===== src/rtl/order_pkg.sv =====
// rtl/order_pkg.sv - shared constants and lane-state layout for the ordered-rule lane array
package order_pkg;

    localparam int DEF_WIDTH = 32;
    localparam int DEF_LANES = 4;
    localparam int DEF_CNTW  = 16;
    localparam int LANEW     = $clog2(DEF_LANES);

    typedef struct packed {
        logic [DEF_WIDTH-1:0] a;
        logic [DEF_WIDTH-1:0] offset;
        logic [DEF_WIDTH-1:0] out_a;
        logic [DEF_WIDTH-1:0] out_b;
        logic [DEF_CNTW-1:0]  remaining;
        logic                 running;
        logic                 done;
    } lane_state_t;

endpackage


===== src/rtl/order_lane.sv =====
// rtl/order_lane.sv - one lane: seed/step registers running the A/B/C update rules
module order_lane #(
    parameter int WIDTH = 32,
    parameter int CNTW  = 16
) (
    input  logic             CLK,
    input  logic             nRST,
    input  logic             start,
    input  logic [WIDTH-1:0] va,
    input  logic [CNTW-1:0]  count,
    input  logic             rel,
    output logic [WIDTH-1:0] out_a,
    output logic [WIDTH-1:0] out_b,
    output logic             running,
    output logic             done
);

    logic [WIDTH-1:0] a_q, a_d, offset_q, offset_d;
    logic [WIDTH-1:0] out_a_q, out_a_d, out_b_q, out_b_d;
    logic [CNTW-1:0]  remaining_q, remaining_d;
    logic             running_q, running_d, done_q, done_d;
    logic [WIDTH-1:0] sum;

    always_comb begin
        sum         = a_q + offset_q;
        a_d         = a_q;
        offset_d    = offset_q + WIDTH'(1);
        out_a_d     = out_a_q;
        out_b_d     = out_b_q;
        remaining_d = remaining_q;
        running_d   = running_q;
        done_d      = done_q & ~rel;
        if (start) begin
            a_d         = va;
            offset_d    = WIDTH'(1);
            running_d   = 1'b1;
            remaining_d = (count == '0) ? CNTW'(1) : count;
        end else if (running_q) begin
            out_a_d     = sum;
            out_b_d     = sum;
            a_d         = a_q + WIDTH'(1);
            remaining_d = remaining_q - CNTW'(1);
            if (remaining_q == CNTW'(1)) begin
                running_d = 1'b0;
                done_d    = 1'b1;
            end
        end else if (!done_q) begin
            out_b_d = sum;
            a_d     = WIDTH'(1);
        end
    end

    always_ff @(posedge CLK) begin
        if (!nRST) begin
            a_q         <= '0;
            offset_q    <= '0;
            out_a_q     <= '0;
            out_b_q     <= '0;
            remaining_q <= '0;
            running_q   <= 1'b0;
            done_q      <= 1'b0;
        end else begin
            a_q         <= a_d;
            offset_q    <= offset_d;
            out_a_q     <= out_a_d;
            out_b_q     <= out_b_d;
            remaining_q <= remaining_d;
            running_q   <= running_d;
            done_q      <= done_d;
        end
    end

    assign out_a   = out_a_q;
    assign out_b   = out_b_q;
    assign running = running_q;
    assign done    = done_q;

endmodule


===== src/rtl/order_lanes.sv =====
// rtl/order_lanes.sv - lane array with request demux and round-robin completion return
module order_lanes
    import order_pkg::*;
#(
    parameter int WIDTH = DEF_WIDTH,
    parameter int LANES = DEF_LANES,
    parameter int CNTW  = DEF_CNTW
) (
    input  logic                     CLK,
    input  logic                     nRST,
    input  logic                     request_say_ena,
    input  logic [WIDTH-1:0]         request_say_va,
    input  logic [$clog2(LANES)-1:0] request_say_lane,
    input  logic [CNTW-1:0]          request_say_count,
    output logic                     request_say_rdy,
    output logic                     indication_result_ena,
    output logic [$clog2(LANES)-1:0] indication_result_lane,
    output logic [WIDTH-1:0]         indication_result_outa,
    output logic [WIDTH-1:0]         indication_result_outb,
    input  logic                     indication_result_rdy
);

    localparam int LW = $clog2(LANES);

    logic [LANES-1:0] running, done, start, rel;
    logic [WIDTH-1:0] out_a_v [LANES];
    logic [WIDTH-1:0] out_b_v [LANES];
    logic [LW-1:0]    ptr_q, ptr_d, sel, idx;
    logic             say_acc, ind_acc;

    assign request_say_rdy = ~running[request_say_lane] & ~done[request_say_lane];
    assign say_acc         = request_say_ena & request_say_rdy;
    assign ind_acc         = indication_result_ena & indication_result_rdy;

    genvar gi;
    generate
        for (gi = 0; gi < LANES; gi++) begin : g_lane
            assign start[gi] = say_acc & (request_say_lane == LW'(gi));
            assign rel[gi]   = ind_acc & (sel == LW'(gi));
            order_lane #(.WIDTH(WIDTH), .CNTW(CNTW)) u_lane (
                .CLK     (CLK),
                .nRST    (nRST),
                .start   (start[gi]),
                .va      (request_say_va),
                .count   (request_say_count),
                .rel     (rel[gi]),
                .out_a   (out_a_v[gi]),
                .out_b   (out_b_v[gi]),
                .running (running[gi]),
                .done    (done[gi])
            );
        end
    endgenerate

    // Walk from farthest to nearest so the closest done lane at/after ptr wins.
    always_comb begin
        sel = ptr_q;
        idx = ptr_q;
        for (int i = LANES - 1; i >= 0; i--) begin
            idx = ptr_q + LW'(i);
            if (done[idx]) sel = idx;
        end
        ptr_d = ind_acc ? sel + LW'(1) : ptr_q;
    end

    always_ff @(posedge CLK) begin
        if (!nRST) ptr_q <= '0;
        else       ptr_q <= ptr_d;
    end

    assign indication_result_ena  = |done;
    assign indication_result_lane = sel;
    assign indication_result_outa = out_a_v[sel];
    assign indication_result_outb = out_b_v[sel];

endmodule


===== config.mk =====
export PLATFORM = sky130hd
export DESIGN_NAME = order_lanes
export DESIGN_NICKNAME = d
export VERILOG_FILES = /design/src/rtl/order_pkg.sv /design/src/rtl/order_lane.sv /design/src/rtl/order_lanes.sv
export SDC_FILE = /design/constraint.sdc
export NUM_CORES = 2
export LEC_CHECK = 0
export ABC_AREA = 1
export BUFFER_PORTS_ARGS = -buffer_cell sky130_fd_sc_hd__clkbuf_2
export CAP_MARGIN = 10
export CELL_PAD_IN_SITES_DETAIL_PLACEMENT = 0
export CELL_PAD_IN_SITES_GLOBAL_PLACEMENT = 1
export CORE_MARGIN = 2
export CORE_UTILIZATION = 40
export CTS_CLUSTER_DIAMETER = 40
export DETAILED_ROUTE_END_ITERATION = 8
export GPL_TIMING_DRIVEN = 0
export PLACE_DENSITY = 0.89
export SLEW_MARGIN = 15
export SYNTH_ARGS = -nofsm -noshare
export SYNTH_HDL_FRONTEND = slang
export SYNTH_HIERARCHICAL = 1
export SYNTH_SLANG_ARGS = --single-unit

===== constraint.sdc =====
create_clock -name CLK -period 2.25 [get_ports CLK]
set_input_delay 0.45 -clock CLK [delete_from_list [all_inputs] [get_ports CLK]]
set_output_delay 0.45 -clock CLK [all_outputs]
set_load 0.05 [all_outputs]

==> metrics.txt <==
status=complete, but fails checks; violated checks=negative setup slack; sequential power share=33.3%; antenna violations before repair=5; nets=between 7000 and 8000; drt drc=0; Reg2Reg Capture Point=g_lane[0].u_lane/out_b[27]$_SDFFE_PN0P_; number of buffers created by CTS=107; CTS tree=done; DR vias=~50000; Final min period=roughly 3.5 ns; VDD IR-drop max=approximately 0.62 mV; max-slew violation count=0; drt pass-1 iters=6; Mapped Cells=between 7000 and 8000; Sw Ratio=a little under a third; relative slew slack=20.3%; critical path class=register to output pin; share of layout cells above drive strength 1=15.7%; period utilization=156%; GRT Residual Overflow=0; P_int=roughly 24 mW; Netlist Area Pre-Place=approximately 42000 um^2; fmax=around 290 MHz; clk_lat worst skew=approximately 0.7 ns; Post-DRT Antenna Nets=0; Routed WL per cell=around 21 um; number of synthesized flops with an enable pin=0; crit path capture type=output pin; top-count cell post-synth=nand2_1; vias in the first global route=about 44000; sequential fraction of the synthesis area=roughly 28%; Hold Path Stages=3; ys flop type=dfxtp_1; Synth area leaders=dfxtp_1 (28%), nand2_1 (19%), inv_1 (9.5%); Hold Path Origin=request_say_count[5]; syn_nets=7248; Max Cap Viol=0; RSZ-0062 raised after global routing=true; register area=~12000 um^2; Clock transition at path regs=around 0.05 ns; RePlAce Congestion=approximately 0.99; first-pass GRT wire length=about 270 mm; Psw=a little over 10 mW; CP Launch Type=register; Warnings, synthesis=6; Die Y-Extent=approximately 330 um; initial drt markers=slightly above 6000; Final Hold Fails=0; area of the multi-input gates=about 26000 um^2; hold crit path type=input pin to register; total power=around 34 mW; WL final=around 190 mm; Clock Sink Count=approximately 600; Min-Delay Endpoint=g_lane[0].u_lane/remaining_q[5]$_SDFFE_PN0P_; Synth Area per Inst=about 6 um^2; row count=roughly 120; Initial Util=between 40% and 50%; Placed Cells=8551; Clock Tree Root=clkbuf_16; Reg2Reg Setup Slack=-0.44 ns; leakage power=about 26 nW; H-tree Lvls=3; clk_skew=between 0.03 and 0.04 ns; Die W=327 um; clk buf depth=3; distinct cell type count after synthesis=61; worst-margin pin slew=around 1.2 ns; die area=around 110000 um^2; hpwl dp=approximately 150 mm; Final Setup Violations=between 600 and 700; setup_tns=-220.11 ns; worst-case reg-to-reg path depth=15; pin count of the biggest net entering global routing=25; cell taking the most area after synthesis=dfxtp_1; FF-to-FF Start=g_lane[2].u_lane/done$_SDFF_PN0_; PnR worst setup slack=-1.25 ns; WP data required=about 1.8 ns; Post-synth top cells=nand2_1 (2137), inv_1 (1059), nor2_1 (938); Post-Layout Cell Count=between 8000 and 9000; Filler Cell Count=roughly 11000; port bufs=around 120; core area=103000 um^2; Async S/R FF share, synth=0%; crit path DAT=roughly 3.1 ns; Area Overhead vs Synth=28.5%; Logic pwr share=approximately 17%; critical-path maximum fanout=8; fin util=slightly above 50%; vias per inst=5.46; clock power share=between 50% and 60%; top cell type's share of synthesized area=around 28%; num ports=around 120; Yosys reg bits=between 500 and 600; P per Cell Area=about 640 nW/um^2; Global Route Usage Sum=~34%
## what timing repair did
item | in CTS | in global routing
endpoints found under the setup margin | 650 | 648
buffers inserted | 65 | 46
hold buffers | 0 | 0
gates cloned | 21 | 18
resized for setup | 582 | 374
pin swaps | 106 | 100
## per-layer routing
metal / vias to the layer above / track usage [%] / share of wire, %
met5: - / 0 / 0.029
met4: 8 / 12.6 / 3.9
met3: 342 / 8.31 / 13
met2: 2472 / 47.4 / 40
met1: 22570 / 49.0 / 44
li1: 23186 / - / -
## how the worst max path moves through the flow
stage,start,endpoint,slack [ns],cells after the start
floorplan,request_say_lane[1],g_lane[0].u_lane/out_b[10]$_SDFFE_PN0P_,-0.24,12
global placement,g_lane[1].u_lane/done$_SDFF_PN0_,indication_result_outa[9],-1.11,13
detailed placement,g_lane[1].u_lane/done$_SDFF_PN0_,indication_result_outa[9],-1.10,13
CTS,ptr_q[0]$_SDFFE_PN0P_,indication_result_outa[2],-1.19,17
global route,ptr_q[0]$_SDFFE_PN0P_,indication_result_outa[2],-1.26,17
finish,ptr_q[0]$_SDFFE_PN0P_,indication_result_outa[2],-1.25,17
## flip-flops by register name, indices dropped and copies added, names as in the netlist
name	flops
g_lane.u_lane/a_q	128
g_lane.u_lane/offset_q	128
g_lane.u_lane/out_a	128
g_lane.u_lane/out_b	128
g_lane.u_lane/remaining_q	64
g_lane.u_lane/done	4
g_lane.u_lane/running	4
ptr_q	2
## cells in the final DEF, fill, tap and decap left out, types with 83 or more instances in the layout
master     netlist  routed
inv_1         1059    1041
dfxtp_1        586     579
buf_4            8      86
nand4_1        111     111
nand2_1       2137    2042
nor3_1         105      95
nor2_1         938     883
ha_1           140     139
o21ai_0        315     200
a21oi_1        344     268
o211ai_1        83      83
nand3_1        449     398
clkbuf_16        0     143
nand2_2         23     100
o21ai_1         25     115
## final cells by class
cell class	count	area share (%)
plain buffers	210	4.52
clock inverters	66	1.61
well taps	1380	3.23
flip-flops and latches	586	22.0
clock buffers	134	5.44
diodes	2	0.00935
inverters	1110	8.09
repair inverters	1	0.0140
repair buffers	265	5.67
multi-input cells	5146	49.5
## power groups by stage
stage | Clock (mW) | Sequential (mW) | Combinational [mW]
floorplan | 0 | 11.3 | 2.95
global placement | 0 | 11.5 | 4.44
CTS | 17.2 | 11.3 | 5.14
global route | 17.6 | 11.4 | 6.00
finish | 17.1 | 11.3 | 5.66
detailed placement | 0 | 11.5 | 4.48
## critical path: stages (launching register included)
cell,delay [ns]
dfxtp_2,0.34
buf_6,0.14
inv_8,0.05
nand2_4,0.05
nand2_4,0.06
inv_4,0.06
nand2_2,0.05
nand2_2,0.06
nand2_2,0.06
nand2_4,0.08
nand2_4,0.05
nand2_4,0.08
nand2_8,0.11
buf_12,0.18
buf_8,0.14
o211ai_1,0.41
nand2_2,0.19
buf_8,0.20
## per-stage QoR
stage	hold WS (ns)	instance area [um^2]	setup WS (ns)
2_1_floorplan	0.439	42600	-0.244
3_3_place_gp	0.451	44900	-1.11
3_5_place_dp	0.460	44900	-1.10
4_1_cts	0.212	51700	-1.19
5_1_grt	0.259	53500	-1.26
6_report	0.255	53500	-1.25
## kinds of logic (layout without fill, tap and decap cells)
family                   count (synthesis)  after routing  share of synthesized area (%)
flip-flops                             586            586                           28.2
AO/OA/AOI/OAI                          951            952                           13.0
buffers and inverters                 1320           1786                           12.4
AND/OR/NAND/NOR                       3954           3955                           40.1
adder cells (fa/ha/maj)                144            144                           4.40
other                                    0              2                              0
XOR/XNOR                                95             95                           2.00
No activity file was read; power rests on OpenSTA's default activity.
